`src/rtl/imem_loader.sv`:
```
// -----------------------------------------------------------------------------
// imem_loader
//
// Program loader sitting in front of the pipelined processor's instruction
// fetch. It takes a byte stream of machine code over a valid/ready handshake,
// packs each group of four bytes into a little-endian 32-bit word, writes the
// words to consecutive instruction-memory addresses starting at 0, and keeps
// the pipeline in reset until the whole program is resident. After the last
// word it releases the pipeline and idles until a reload is requested.
//
// Optional feature macro: IMEM_LOADER_CHECKSUM_EN
//   When defined, a 32-bit wrapping sum of every written word is kept and
//   driven on the checksum port. When undefined, the port and adder are absent.
//
// Parameters
//   ADDR_W      instruction-memory word-address width (capacity 2**ADDR_W words)
//
// Ports
//   clk         clock, all state updates on the rising edge
//   reset_n     asynchronous active-low reset
//   s_valid     byte on s_data is valid
//   s_data      program byte
//   s_last      marks the final byte of the program
//   s_ready     loader accepts a byte this cycle (high only while loading)
//   reload      restart loading; honoured only in RUN or ERROR
//   imem_we     instruction-memory write strobe, one cycle per word
//   imem_addr   word address of the write
//   imem_wdata  assembled word
//   cpu_reset   active-high reset to the pipeline
//   load_done   program resident, pipeline released
//   error       load aborted (partial final word or capacity overflow)
//   word_count  number of words written during this load
//   checksum    running sum of written words (macro builds only)
// -----------------------------------------------------------------------------
module imem_loader #(
    parameter int ADDR_W = 10
) (
    input  logic              clk,
    input  logic              reset_n,
    input  logic              s_valid,
    input  logic [7:0]        s_data,
    input  logic              s_last,
    output logic              s_ready,
    input  logic              reload,
    output logic              imem_we,
    output logic [ADDR_W-1:0] imem_addr,
    output logic [31:0]       imem_wdata,
    output logic              cpu_reset,
    output logic              load_done,
    output logic              error,
    output logic [ADDR_W:0]   word_count
`ifdef IMEM_LOADER_CHECKSUM_EN
    ,
    output logic [31:0]       checksum
`endif
);

    typedef enum logic [2:0] {
        ST_LOAD    = 3'd0,
        ST_WRITE   = 3'd1,
        ST_RELEASE = 3'd2,
        ST_RUN     = 3'd3,
        ST_ERROR   = 3'd4
    } state_t;

    // Word count value meaning "memory is full": one more word would wrap the
    // address, so any further byte is rejected as an overflow.
    localparam logic [ADDR_W:0] CAPACITY = {1'b1, {ADDR_W{1'b0}}};

    state_t              state_q, state_d;
    logic [1:0]          lane_q, lane_d;
    logic [31:0]         buf_q, buf_d;
    logic [ADDR_W-1:0]   idx_q, idx_d;
    logic [ADDR_W:0]     cnt_q, cnt_d;
    // Remembers whether the lane-3 byte of the buffered word carried s_last,
    // so WRITE knows whether this is the final word of the program.
    logic                last_q, last_d;
`ifdef IMEM_LOADER_CHECKSUM_EN
    logic [31:0]         csum_q, csum_d;
`endif

    // -------------------------------------------------------------------------
    // State register
    // -------------------------------------------------------------------------
    always_ff @(posedge clk or negedge reset_n) begin
        if (!reset_n) begin
            state_q <= ST_LOAD;
            lane_q  <= 2'd0;
            buf_q   <= 32'd0;
            idx_q   <= '0;
            cnt_q   <= '0;
            last_q  <= 1'b0;
`ifdef IMEM_LOADER_CHECKSUM_EN
            csum_q  <= 32'd0;
`endif
        end else begin
            state_q <= state_d;
            lane_q  <= lane_d;
            buf_q   <= buf_d;
            idx_q   <= idx_d;
            cnt_q   <= cnt_d;
            last_q  <= last_d;
`ifdef IMEM_LOADER_CHECKSUM_EN
            csum_q  <= csum_d;
`endif
        end
    end

    // -------------------------------------------------------------------------
    // Next-state logic
    // -------------------------------------------------------------------------
    always_comb begin
        state_d = state_q;
        lane_d  = lane_q;
        buf_d   = buf_q;
        idx_d   = idx_q;
        cnt_d   = cnt_q;
        last_d  = last_q;
`ifdef IMEM_LOADER_CHECKSUM_EN
        csum_d  = csum_q;
`endif

        unique case (state_q)
            ST_LOAD: begin
                if (s_valid) begin
                    if (cnt_q == CAPACITY) begin
                        // Memory already full: the byte cannot belong to any
                        // word that fits, so abort before anything wraps.
                        state_d = ST_ERROR;
                    end else begin
                        buf_d[{lane_q, 3'b000} +: 8] = s_data;
                        if (lane_q == 2'd3) begin
                            state_d = ST_WRITE;
                            last_d  = s_last;
                        end else if (s_last) begin
                            // Program ended inside a word.
                            state_d = ST_ERROR;
                        end else begin
                            lane_d = lane_q + 2'd1;
                        end
                    end
                end
            end

            ST_WRITE: begin
                idx_d  = idx_q + ADDR_W'(1);
                cnt_d  = cnt_q + (ADDR_W + 1)'(1);
                lane_d = 2'd0;
`ifdef IMEM_LOADER_CHECKSUM_EN
                csum_d = csum_q + buf_q;
`endif
                state_d = last_q ? ST_RELEASE : ST_LOAD;
            end

            ST_RELEASE: begin
                state_d = ST_RUN;
            end

            ST_RUN, ST_ERROR: begin
                if (reload) begin
                    state_d = ST_LOAD;
                    lane_d  = 2'd0;
                    buf_d   = 32'd0;
                    idx_d   = '0;
                    cnt_d   = '0;
                    last_d  = 1'b0;
`ifdef IMEM_LOADER_CHECKSUM_EN
                    csum_d  = 32'd0;
`endif
                end
            end

            default: begin
                state_d = ST_LOAD;
            end
        endcase
    end

    // -------------------------------------------------------------------------
    // Outputs: all decoded from registered state, so they change only on the
    // clock edge (or immediately on reset).
    // -------------------------------------------------------------------------
    always_comb begin
        s_ready    = (state_q == ST_LOAD);
        imem_we    = (state_q == ST_WRITE);
        imem_addr  = idx_q;
        imem_wdata = buf_q;
        // The pipeline is held in reset everywhere except RUN, including the
        // single RELEASE cycle after the last write.
        cpu_reset  = (state_q != ST_RUN);
        load_done  = (state_q == ST_RUN);
        error      = (state_q == ST_ERROR);
        word_count = cnt_q;
    end

`ifdef IMEM_LOADER_CHECKSUM_EN
    assign checksum = csum_q;
`endif

endmodule

```
`config.mk`:
```
export PLATFORM = sky130hd
export DESIGN_NAME = imem_loader
export DESIGN_NICKNAME = d
export VERILOG_FILES = /design/src/rtl/imem_loader.sv
export SDC_FILE = /design/constraint.sdc
export NUM_CORES = 1
export LEC_CHECK = 0
export CORE_MARGIN = 5
export CORE_UTILIZATION = 51
export DETAILED_ROUTE_END_ITERATION = 10
export GPL_ROUTABILITY_DRIVEN = 0
export PLACE_DENSITY = 0.9
export SKIP_CTS_REPAIR_TIMING = 1
export SLEW_MARGIN = 5
export SYNTH_ARGS = -nofsm -noshare
export SYNTH_HDL_FRONTEND = slang
export SYNTH_SLANG_ARGS = --single-unit
```
`constraint.sdc`:
```
create_clock -name clk -period 2.4 [get_ports clk]
set_clock_uncertainty 0.1 [all_clocks]
set_input_delay 0.24 -clock clk [delete_from_list [all_inputs] [get_ports clk]]
set_output_delay 0.24 -clock clk [all_outputs]
set_load 0.02 [all_outputs]
```
# After elaboration in Yosys (flattened, before gate mapping)
# Cells that the tools add are included.
[classes]
addsub = 4
multipliers = 0
div = 0
order_cmp = 0
eq_ne = 14
shifts = 2
muxes = 27
bitwise_logic = 0
reduce_logical = 10
[ops]
columns = ["operator", "count"]
rows = [
  ["32-bit two-way mux", 3],
  ["32-bit case mux with 2 select lines", 1],
  ["32-bit bitwise mux", 1],
  ["8-bit by 7-bit variable shift with 32-bit output, first input constant", 1],
  ["8-bit by 7-bit variable part select with 32-bit output", 1],
  ["11-bit case mux with 2 select lines", 1],
  ["10-bit case mux with 2 select lines", 1],
  ["3-bit two-way mux", 5],
  ["2-bit two-way mux", 6],
  ["3-bit case mux with 4 select lines", 1],
  ["11-bit by 1-bit adder with 11-bit output, second input constant", 1],
  ["11-bit == test, second input constant", 1],
  ["11-bit two-way mux", 1],
  ["10-bit by 1-bit adder with 10-bit output, second input constant", 1],
  ["10-bit two-way mux", 1],
  ["2-bit != test, second input constant", 5],
  ["5-bit negation with 7-bit output", 1],
  ["3-bit by 2-bit == test with 1-bit output, second input constant", 2],
  ["2-bit case mux with 3 select lines", 1],
  ["6-bit AND reduction", 1],
  ["5-bit AND reduction", 1],
  ["1-bit two-way mux", 4],
  ["4-bit by 2-bit != test with 1-bit output, second input constant", 1],
  ["4-bit AND reduction", 1],
  ["13 further kinds", 14],
]
[word_totals]
register_bits = 59
latchBits = 0
ramBits = 0
rom_bits = 0
input_bits = 13
n_memories = 0

# Longest topological paths before layout
# Gate-level depths: netlist of run 1.
[depth]
word_depth = 6
ltp_mapped = 7

# Worst setup path after synthesis of run 1
# OpenSTA, ideal clock, no wires.
[synth_path]
kind = "register to register"
startpoint = "reg state_q[0]"
endpoint = "reg last_q"
arrival_ns = 1.787
required_ns = 2.175
setup_slack_ns = 0.388
stages_incl_launch_ff = 7
period_less_slack_ns = 2.012
cell_sequence = "dfrtp_1 -> buf_6 -> nor3_2 -> nand4_2 -> nand3_2 -> buf_6 -> mux2_4"
[synth_rtl]
columns = ["item", "line", "rtl"]
rows = [
  ["from (decl)", "70", "state_t state_q, state_d;"],
  ["from (signal assigned)", "97", "state_q <= state_d;"],
  ["3-bit logical NOT *", "n/a", ""],
  ["net s_ready", "43", "output logic s_ready,"],
  ["2-bit by 1-bit != test with 1-bit output (no line), or another cell as far along", "n/a", ""],
  ["5-bit AND reduction (no line)", "n/a", ""],
  ["to (signal assigned)", "102", "last_q <= last_d;"],
  ["to (decl)", "77", "logic last_q, last_d;"],
]
# Mark *: on every way through the listed nets, which the timed path passes. The rest lies on a longest branch.
# A chain may end at the register's enable or synchronous reset.

# Worst setup path after layout of run 1
[layout_path]
startpoint = "reg state_q[2]"
endpoint = "out imem_we"
[layout_via]
elab_chain_len = 1
[layout_rtl]
columns = ["item", "line", "rtl"]
rows = [
  ["3-bit by 1-bit == test with 1-bit output", "185", "imem_we = (state_q == ST_WRITE);"],
  ["to (decl)", "45", "output logic imem_we,"],
]
# No other way between the ends.

==> impl_metrics.xml, run 1 <==
<?xml version="1.0" encoding="UTF-8"?>
<metrics>
  <group name="logic_synthesis">
    <metric name="synth.ff_latch_count" unit="">59</metric>
    <metric name="synth-edff-count" unit="">0</metric>
    <metric name="synth_top_area_share" unit="%">44.7</metric>
    <metric name="synth.area.top_cells" unit="">sky130_fd_sc_hd__dfrtp_1 (45%), sky130_fd_sc_hd__mux2i_1 (12%), sky130_fd_sc_hd__nand2_1 (5.8%), sky130_fd_sc_hd__inv_1 (4.7%), sky130_fd_sc_hd__ha_1 (3.0%)</metric>
    <metric name="synth.avg_cell_area" unit="um^2">10.3</metric>
    <metric name="synth.cell_area" unit="um^2">3310</metric>
    <metric name="yosysWarnings" unit="">0</metric>
    <metric name="netlist.top_cell.by_area" unit="">sky130_fd_sc_hd__dfrtp_1</metric>
    <metric name="mappedNetlistNets" unit="">341</metric>
    <metric name="synth_async_sr_flop_share" unit="%">100</metric>
    <metric name="synth_top_flop_cell" unit="">sky130_fd_sc_hd__dfrtp_1</metric>
    <metric name="synth.distinct_cells" unit="">54</metric>
    <metric name="synth.yosys.seq_area_share" unit="%">44.7</metric>
    <metric name="synth_cells" unit="">320</metric>
  </group>
  <group name="final_layout">
    <metric name="commonest_non_fill_non_tap_cell_in_the_layout" unit="">sky130_fd_sc_hd__clkdlybuf4s50_1</metric>
    <metric name="drive_above_1_share" unit="%">12.9</metric>
    <metric name="antenna_cells" unit="">0</metric>
    <metric name="flow.area_growth_from_synthesis" unit="%">29.0</metric>
    <metric name="final_cells" unit="">479</metric>
    <metric name="layout.core_utilization" unit="%">67.5</metric>
    <metric name="design.final.nets" unit="">419</metric>
    <metric name="most-common-layout-cells" unit="">sky130_fd_sc_hd__clkdlybuf4s50_1 (68), sky130_fd_sc_hd__dfrtp_1 (57), sky130_fd_sc_hd__nand2_1 (51)</metric>
  </group>
  <group name="routing">
    <metric name="detailedRoute.firstPassIterationCount" unit="">4</metric>
    <metric name="detail-route-antenna-nets" unit="">0</metric>
    <metric name="via_per_inst" unit="">5.39</metric>
    <metric name="postRouteWirelength" unit="mm">7.93</metric>
    <metric name="detail_route.iter0.violations" unit="">122</metric>
    <metric name="num_vias" unit="">2580</metric>
    <metric name="route.detailed.drc" unit="">0</metric>
    <metric name="avgRoutedWirePerCell" unit="um">16.6</metric>
  </group>
  <group name="floorplanning">
    <metric name="dieArea" unit="um^2">8190</metric>
    <metric name="fp-row-count" unit="">29</metric>
    <metric name="die_y" unit="um">90.5</metric>
    <metric name="floorplan.initialDensity" unit="%">52.4</metric>
    <metric name="core_area" unit="um^2">6310</metric>
    <metric name="dieWidth" unit="um">90.5</metric>
    <metric name="floorplan.io_pins" unit="">71</metric>
  </group>
  <group name="global_routing">
    <metric name="maximum_number_of_pins_on_one_net_before_global_route_repair" unit="">33</metric>
    <metric name="number_of_global_route_vias_before_repair" unit="">2735</metric>
    <metric name="grt_first_pass_wirelength" unit="mm">13.6</metric>
    <metric name="antenna_violations_before_repair" unit="">0</metric>
    <metric name="overflow" unit="">0</metric>
    <metric name="globalRouteTotalUtil" unit="%">20.4</metric>
  </group>
  <group name="timing">
    <metric name="setup-tns-final" unit="ps">0</metric>
    <metric name="timing.final.hold_violations" unit="">0</metric>
    <metric name="setup_violations" unit="">0</metric>
    <metric name="max_freq" unit="MHz">429</metric>
    <metric name="final-max-slew-violation-count" unit="">0</metric>
    <metric name="grt_setup_unrepaired" unit="">false</metric>
    <metric name="worst-slew-pin-transition" unit="ps">652</metric>
    <metric name="finalWorstPathRequiredPeriod" unit="ps">2330</metric>
    <metric name="final_min_period_over_clock_period" unit="%">97.0</metric>
    <metric name="max_slew_margin" unit="%">56.6</metric>
  </group>
  <group name="place">
    <metric name="dp_hpwl" unit="mm">5.76</metric>
    <metric name="port_buffers" unit="">70</metric>
    <metric name="placed_cells" unit="">462</metric>
  </group>
  <group name="clocking">
    <metric name="cts_tree" unit="">done</metric>
    <metric name="path_clk_slew" unit="ps">70</metric>
    <metric name="ctsRootBufferMaster" unit="">sky130_fd_sc_hd__clkbuf_8</metric>
    <metric name="insertion_delay" unit="ps">330</metric>
    <metric name="cts_made_buffers" unit="">9</metric>
    <metric name="clock_tree.buffer_depth" unit="">2</metric>
    <metric name="clock_tree.htree_level_count" unit="">3</metric>
    <metric name="clock_sink_count" unit="">59</metric>
  </group>
  <group name="critical_path">
    <metric name="crit_arrival" unit="ps">1990</metric>
    <metric name="cp-end-kind" unit="">primary output</metric>
    <metric name="critical_path_cell_list" unit="">or3b_4 -&gt; inv_1 -&gt; clkdlybuf4s50_1</metric>
    <metric name="crit-reg2reg-capture" unit="">imem_wdata[23]$_DFFE_PN0P_</metric>
    <metric name="ff2ff_path_depth" unit="">7</metric>
    <metric name="setup.worst_path.start_class" unit="">flop</metric>
    <metric name="rr_startpoint" unit="">lane_q[0]$_DFFE_PN0P_</metric>
    <metric name="critical-path-slowest-cell" unit="">sky130_fd_sc_hd__clkdlybuf4s50_1</metric>
    <metric name="setup.worst_path.class" unit="">reg -&gt; out</metric>
    <metric name="worstSetupStartpoint" unit="">state_q[2]$_DFFE_PN0P_</metric>
    <metric name="worst_ep_required_time" unit="ps">2060</metric>
    <metric name="worst_path_largest_cell_delay" unit="ps">600</metric>
    <metric name="register_to_register_path_setup_slack" unit="ps">250</metric>
    <metric name="path_max_fanout" unit="">17</metric>
  </group>
  <group name="power">
    <metric name="max-vdd-ir-drop" unit="uV">614</metric>
    <metric name="share_clk_of_total_power" unit="%">19.1</metric>
    <metric name="cellInternalPower" unit="mW">2.68</metric>
    <metric name="totalPowerFinal" unit="mW">4.50</metric>
    <metric name="pwr-share-seq" unit="%">32.6</metric>
    <metric name="comb_power_share" unit="%">48.4</metric>
    <metric name="power_switching" unit="mW">1.82</metric>
    <metric name="leakagePower" unit="nW">1.94</metric>
    <metric name="switching_share" unit="%">40.4</metric>
    <metric name="power.density" unit="nW/um^2">1050</metric>
  </group>
  <group name="min_path">
    <metric name="hold_path.class" unit="">in -&gt; async</metric>
  </group>
  <group name="run">
    <metric name="timing.max_cap.violations" unit="">0</metric>
  </group>
  <group name="status">
    <metric name="result_of_the_run" unit="">finished, final reports clean</metric>
  </group>
</metrics>
==> registers in the layout, summed over array words and instances, names as in the netlist <==
| signal | flops |
|---|---|
| word_count | 11 |
| lane_q | 2 |
| imem_addr | 10 |
| state_q | 3 |
| last_q | 1 |
| imem_wdata | 32 |
==> cell families (layout without fill, tap and decap cells) <==
| group | Yosys count | after routing | share of synthesized area [%] |
|---|---|---|---|
| xor+xnor | 7 | 7 | 1.85 |
| simple gates | 116 | 116 | 21.6 |
| mux | 43 | 43 | 13.2 |
| compound gates | 34 | 34 | 7.76 |
| buf+inv | 53 | 135 | 7.84 |
| flops | 59 | 59 | 44.7 |
| fa+ha+maj | 8 | 8 | 3.03 |
==> power by group through the flow <==
stage / Sequential (mW) / Combinational, mW / Clock [mW]
CTS: 1.46 / 2.18 / 0.879
finish: 1.47 / 2.17 / 0.857
global route: 1.50 / 2.35 / 0.924
detailed placement: 1.47 / 2.17 / 0
global placement: 1.47 / 2.11 / 0
floorplan: 1.62 / 1.31 / 0
==> cell usage after synthesis, types with 2 or more instances <==
library cell	n
sky130_fd_sc_hd__inv_1	41
sky130_fd_sc_hd__mux2i_1	40
sky130_fd_sc_hd__nand3_2	4
sky130_fd_sc_hd__nor3b_1	2
sky130_fd_sc_hd__o21ai_0	8
sky130_fd_sc_hd__mux2_2	2
sky130_fd_sc_hd__nand3b_1	5
sky130_fd_sc_hd__nand4_1	4
sky130_fd_sc_hd__a2111o_1	2
sky130_fd_sc_hd__dfrtp_1	59
sky130_fd_sc_hd__buf_6	7
sky130_fd_sc_hd__nand2_1	51
sky130_fd_sc_hd__buf_2	3
sky130_fd_sc_hd__ha_1	8
sky130_fd_sc_hd__nor4b_4	2
sky130_fd_sc_hd__a211oi_1	5
sky130_fd_sc_hd__o21ai_1	2
sky130_fd_sc_hd__o21a_1	2
sky130_fd_sc_hd__xnor2_1	2
sky130_fd_sc_hd__nand2b_1	7
sky130_fd_sc_hd__nor2b_1	2
sky130_fd_sc_hd__xor2_1	5
sky130_fd_sc_hd__nor2_1	11
sky130_fd_sc_hd__a21oi_1	5
sky130_fd_sc_hd__a32o_1	2
sky130_fd_sc_hd__nor4_4	3
sky130_fd_sc_hd__nand3_1	9
==> routing by layer <==
| metal | wire length (um) | global-route usage (%) | vias to the layer above |
|---|---|---|---|
| li1 | - | - | 1233 |
| met1 | 3360 | 25.3 | 1266 |
| met2 | 4080 | 33.7 | 70 |
| met3 | 348 | 5.33 | 11 |
| met4 | 145 | 8.19 | 0 |
| met5 | 0 | 0 | - |
==> worst max-delay path, delay by kind of cell, from the launching register on <==
| family | cells | cell delay [ps] |
|---|---|---|
| AND/OR/NAND/NOR | 1 | 450 |
| buffers and inverters | 2 | 690 |
| flip-flops | 1 | 510 |
==> worst max path at each step <==
stage / cells past startpoint / to
after floorplan: 6 / last_q$_DFFE_PN0P_
after global placement: 5 / imem_wdata[12]$_DFFE_PN0P_
after detailed placement: 5 / imem_wdata[14]$_DFFE_PN0P_
after CTS: 3 / load_done
after global routing: 3 / imem_we
final: 3 / imem_we
==> per-stage QoR <==
step	hold WS (ps)	cell area, um^2	worst slack, ps
after floorplan	-156	3310	388
after global routing	440	4260	6.13
after CTS	-169	4240	-24.0
after global placement	196	4060	296
after detailed placement	203	4060	185
final	380	4260	71.4
==> final cells by class <==
cell class	count	area, um^2
clock inverter	5	55.1
tap	77	96.3
multi-input combinational	208	1580
inverter	42	158
timing repair buffer	78	773
sequential	59	1480
fill	478	2050
clock buffer	10	128
Note: power is estimated with default switching activity, not from simulation.
==> run 2, diff against run 1 <==
--- a/config.mk
+++ b/config.mk
@@ -5,7 +5,7 @@
 export SDC_FILE = /design/constraint.sdc
 export NUM_CORES = 1
 export LEC_CHECK = 0
-export CORE_MARGIN = 5
+export CORE_MARGIN = 2
 export CORE_UTILIZATION = 51
 export DETAILED_ROUTE_END_ITERATION = 10
 export GPL_ROUTABILITY_DRIVEN = 0
==> run 2 against run 1 <==
Compared with the run above: the flow now finishes with violations (negative hold slack); total power decreased by 0.63%; sequential share of layout area is 0.28 points higher; combinational power barely moved; core utilization is 0.54 points lower; clock-buffer cell count grew 3; first-iteration DRC count rose by 28%; global-route usage grew 2.3 points; non-clock buffer count fell by 2; critical path type unchanged; critical endpoint is now load_done; largest power group unchanged.
==> impl_metrics.xml, run 2 (synthesis results as in run 1) <==
<?xml version="1.0" encoding="UTF-8"?>
<metrics>
  <group name="routing">
    <metric name="num_vias" unit="">2597</metric>
    <metric name="avgRoutedWirePerCell" unit="um">16.5</metric>
    <metric name="via_per_inst" unit="">5.44</metric>
    <metric name="route.detailed.drc" unit="">0</metric>
    <metric name="detail_route.iter0.violations" unit="">156</metric>
    <metric name="detail-route-antenna-nets" unit="">0</metric>
    <metric name="detailedRoute.firstPassIterationCount" unit="">4</metric>
    <metric name="postRouteWirelength" unit="mm">7.86</metric>
  </group>
  <group name="critical_path">
    <metric name="setup.worst_path.start_class" unit="">flop</metric>
    <metric name="path_buf_inv" unit="">2</metric>
    <metric name="worstSetupStartpoint" unit="">state_q[2]$_DFFE_PN0P_</metric>
    <metric name="worst_ep_required_time" unit="ps">2060</metric>
    <metric name="critical_path_cell_list" unit="">nand3b_4 -&gt; inv_2 -&gt; clkdlybuf4s50_1</metric>
    <metric name="path_max_fanout" unit="">17</metric>
    <metric name="critical-path-slowest-cell" unit="">sky130_fd_sc_hd__clkdlybuf4s50_1</metric>
    <metric name="rr_startpoint" unit="">lane_q[0]$_DFFE_PN0P_</metric>
    <metric name="cp_delay_by_family_top" unit="">buffers and inverters</metric>
    <metric name="crit_arrival" unit="ps">1980</metric>
    <metric name="setup.worst_path.class" unit="">reg -&gt; out</metric>
    <metric name="worst_path_largest_cell_delay" unit="ps">660</metric>
    <metric name="cp-end-kind" unit="">primary output</metric>
  </group>
  <group name="clocking">
    <metric name="path_clk_slew" unit="ps">70</metric>
    <metric name="clock_tree.buffer_depth" unit="">2</metric>
    <metric name="clock_sink_count" unit="">59</metric>
    <metric name="cts_made_buffers" unit="">9</metric>
    <metric name="clock_tree.htree_level_count" unit="">3</metric>
    <metric name="cts_tree" unit="">done</metric>
    <metric name="insertion_delay" unit="ps">330</metric>
    <metric name="ctsRootBufferMaster" unit="">sky130_fd_sc_hd__clkbuf_8</metric>
  </group>
  <group name="timing">
    <metric name="max_slew_margin" unit="%">50.6</metric>
    <metric name="max_freq" unit="MHz">431</metric>
    <metric name="final_min_period_over_clock_period" unit="%">96.7</metric>
    <metric name="setup_violations" unit="">0</metric>
    <metric name="grt_setup_unrepaired" unit="">false</metric>
    <metric name="layout_setup_ws" unit="ps">80.0</metric>
    <metric name="worst-slew-pin-transition" unit="ps">741</metric>
    <metric name="final-max-slew-violation-count" unit="">0</metric>
    <metric name="timing.final.hold_violations" unit="">51</metric>
    <metric name="finalWorstPathRequiredPeriod" unit="ps">2320</metric>
    <metric name="hold_slack" unit="ps">-16.7</metric>
  </group>
  <group name="power">
    <metric name="power_switching" unit="mW">1.82</metric>
    <metric name="cellInternalPower" unit="mW">2.65</metric>
    <metric name="switching_share" unit="%">40.7</metric>
    <metric name="power.density" unit="nW/um^2">1060</metric>
    <metric name="share_clk_of_total_power" unit="%">18.2</metric>
    <metric name="pwr-share-seq" unit="%">32.9</metric>
    <metric name="totalPowerFinal" unit="mW">4.47</metric>
    <metric name="leakagePower" unit="nW">1.93</metric>
    <metric name="max-vdd-ir-drop" unit="uV">676</metric>
    <metric name="comb_power_share" unit="%">48.9</metric>
  </group>
  <group name="global_routing">
    <metric name="grt_busiest_layer" unit="">met2</metric>
    <metric name="antenna_violations_before_repair" unit="">0</metric>
    <metric name="overflow" unit="">0</metric>
    <metric name="met2_track_usage_gr" unit="%">37.1</metric>
    <metric name="grt_util_met3" unit="%">5.31</metric>
    <metric name="globalRouteTotalUtil" unit="%">22.7</metric>
    <metric name="grt_first_pass_wirelength" unit="mm">12.8</metric>
    <metric name="number_of_global_route_vias_before_repair" unit="">2613</metric>
    <metric name="global_route.usage.met1" unit="%">29.5</metric>
    <metric name="maximum_number_of_pins_on_one_net_before_global_route_repair" unit="">60</metric>
  </group>
  <group name="place">
    <metric name="port_buffers" unit="">70</metric>
    <metric name="placedInstanceArea" unit="um^2">4050</metric>
    <metric name="post-place-ws" unit="ps">157</metric>
    <metric name="dp_hpwl" unit="mm">5.55</metric>
  </group>
  <group name="status">
    <metric name="result_of_the_run" unit="">complete, but fails checks</metric>
    <metric name="violations" unit="">negative hold slack</metric>
  </group>
  <group name="floorplanning">
    <metric name="dieArea" unit="um^2">7140</metric>
    <metric name="fp-row-count" unit="">29</metric>
    <metric name="floorplan.io_pins" unit="">71</metric>
    <metric name="die_y" unit="um">84.5</metric>
    <metric name="dieWidth" unit="um">84.5</metric>
    <metric name="floorplan.initialDensity" unit="%">52.4</metric>
    <metric name="core_area" unit="um^2">6310</metric>
  </group>
  <group name="final_layout">
    <metric name="most-common-layout-cells" unit="">sky130_fd_sc_hd__clkdlybuf4s50_1 (68), sky130_fd_sc_hd__dfrtp_1 (57), sky130_fd_sc_hd__nand2_1 (51)</metric>
    <metric name="design.final.nets" unit="">417</metric>
    <metric name="area_of_the_multi_input_gates" unit="um^2">1580</metric>
    <metric name="largest_register_ffs" unit="">32</metric>
    <metric name="num-fill-cells" unit="">491</metric>
    <metric name="seq_area" unit="um^2">1480</metric>
    <metric name="commonest_non_fill_non_tap_cell_in_the_layout" unit="">sky130_fd_sc_hd__clkdlybuf4s50_1</metric>
    <metric name="drive_above_1_share" unit="%">12.8</metric>
    <metric name="antenna_cells" unit="">0</metric>
    <metric name="flow.area_growth_from_synthesis" unit="%">28.0</metric>
    <metric name="postLayoutCellArea" unit="um^2">4230</metric>
  </group>
  <group name="run">
    <metric name="timing.max_cap.violations" unit="">0</metric>
  </group>
  <group name="min_path">
    <metric name="hold_path.class" unit="">in -&gt; async</metric>
  </group>
</metrics>
==> run 2: through the flow <==
stage | utilization [%] | instances | setup TNS [ps]
global placement | 64.1 | 462 | 0
CTS | 66.9 | 477 | -60.9
finish | 67.0 | 477 | 0
floorplan | - | 320 | 0
detailed placement | 64.1 | 462 | 0
global route | 67.0 | 477 | 0
==> run 2: metal layers <==
metal,wire (um),share of wire [%]
met1,3430,44
met2,3950,50
met3,339,4.3
met4,145,1.8
met5,0,0
==> run 2: power groups by stage <==
stage / registers [mW] / logic, mW / clock network (mW)
after detailed placement: 1.47 / 2.18 / 0
after global placement: 1.47 / 2.10 / 0
final: 1.47 / 2.19 / 0.815
after global routing: 1.50 / 2.34 / 0.867
after floorplan: 1.62 / 1.31 / 0
after CTS: 1.46 / 2.20 / 0.828
==> run 2: layout make-up <==
cell class	count	share of cell area, %
multi-input combinational	208	37.2
timing repair buffer	76	17.6
clock buffer	13	3.99
clock inverter	2	0.237
sequential	59	35.0
inverter	42	3.73
tap	77	2.28
==> run 2: final timing paths <==
check | endpoint | slack [ps] | depth (start not counted)
max in group asynchronous | state_q[2]$_DFFE_PN0P_ | 1690 | 2
setup / recovery | load_done | 80 | 3
min in group clk | imem_wdata[17]$_DFFE_PN0P_ | 420 | 2
setup reg to reg | imem_wdata[16]$_DFFE_PN0P_ | 140 | 6
hold / removal | imem_wdata[28]$_DFFE_PN0P_ | -20 | 2
hold reg to reg | imem_wdata[17]$_DFFE_PN0P_ | 420 | 2
==> run 2: worst register-to-register path, stage by stage (launching register included) <==
cell	delay [ps]
sky130_fd_sc_hd__dfrtp_1	490
sky130_fd_sc_hd__inv_1	140
sky130_fd_sc_hd__ha_1	240
sky130_fd_sc_hd__or3b_2	480
sky130_fd_sc_hd__nor4b_4	470
sky130_fd_sc_hd__nand2_1	120
sky130_fd_sc_hd__mux2i_1	140
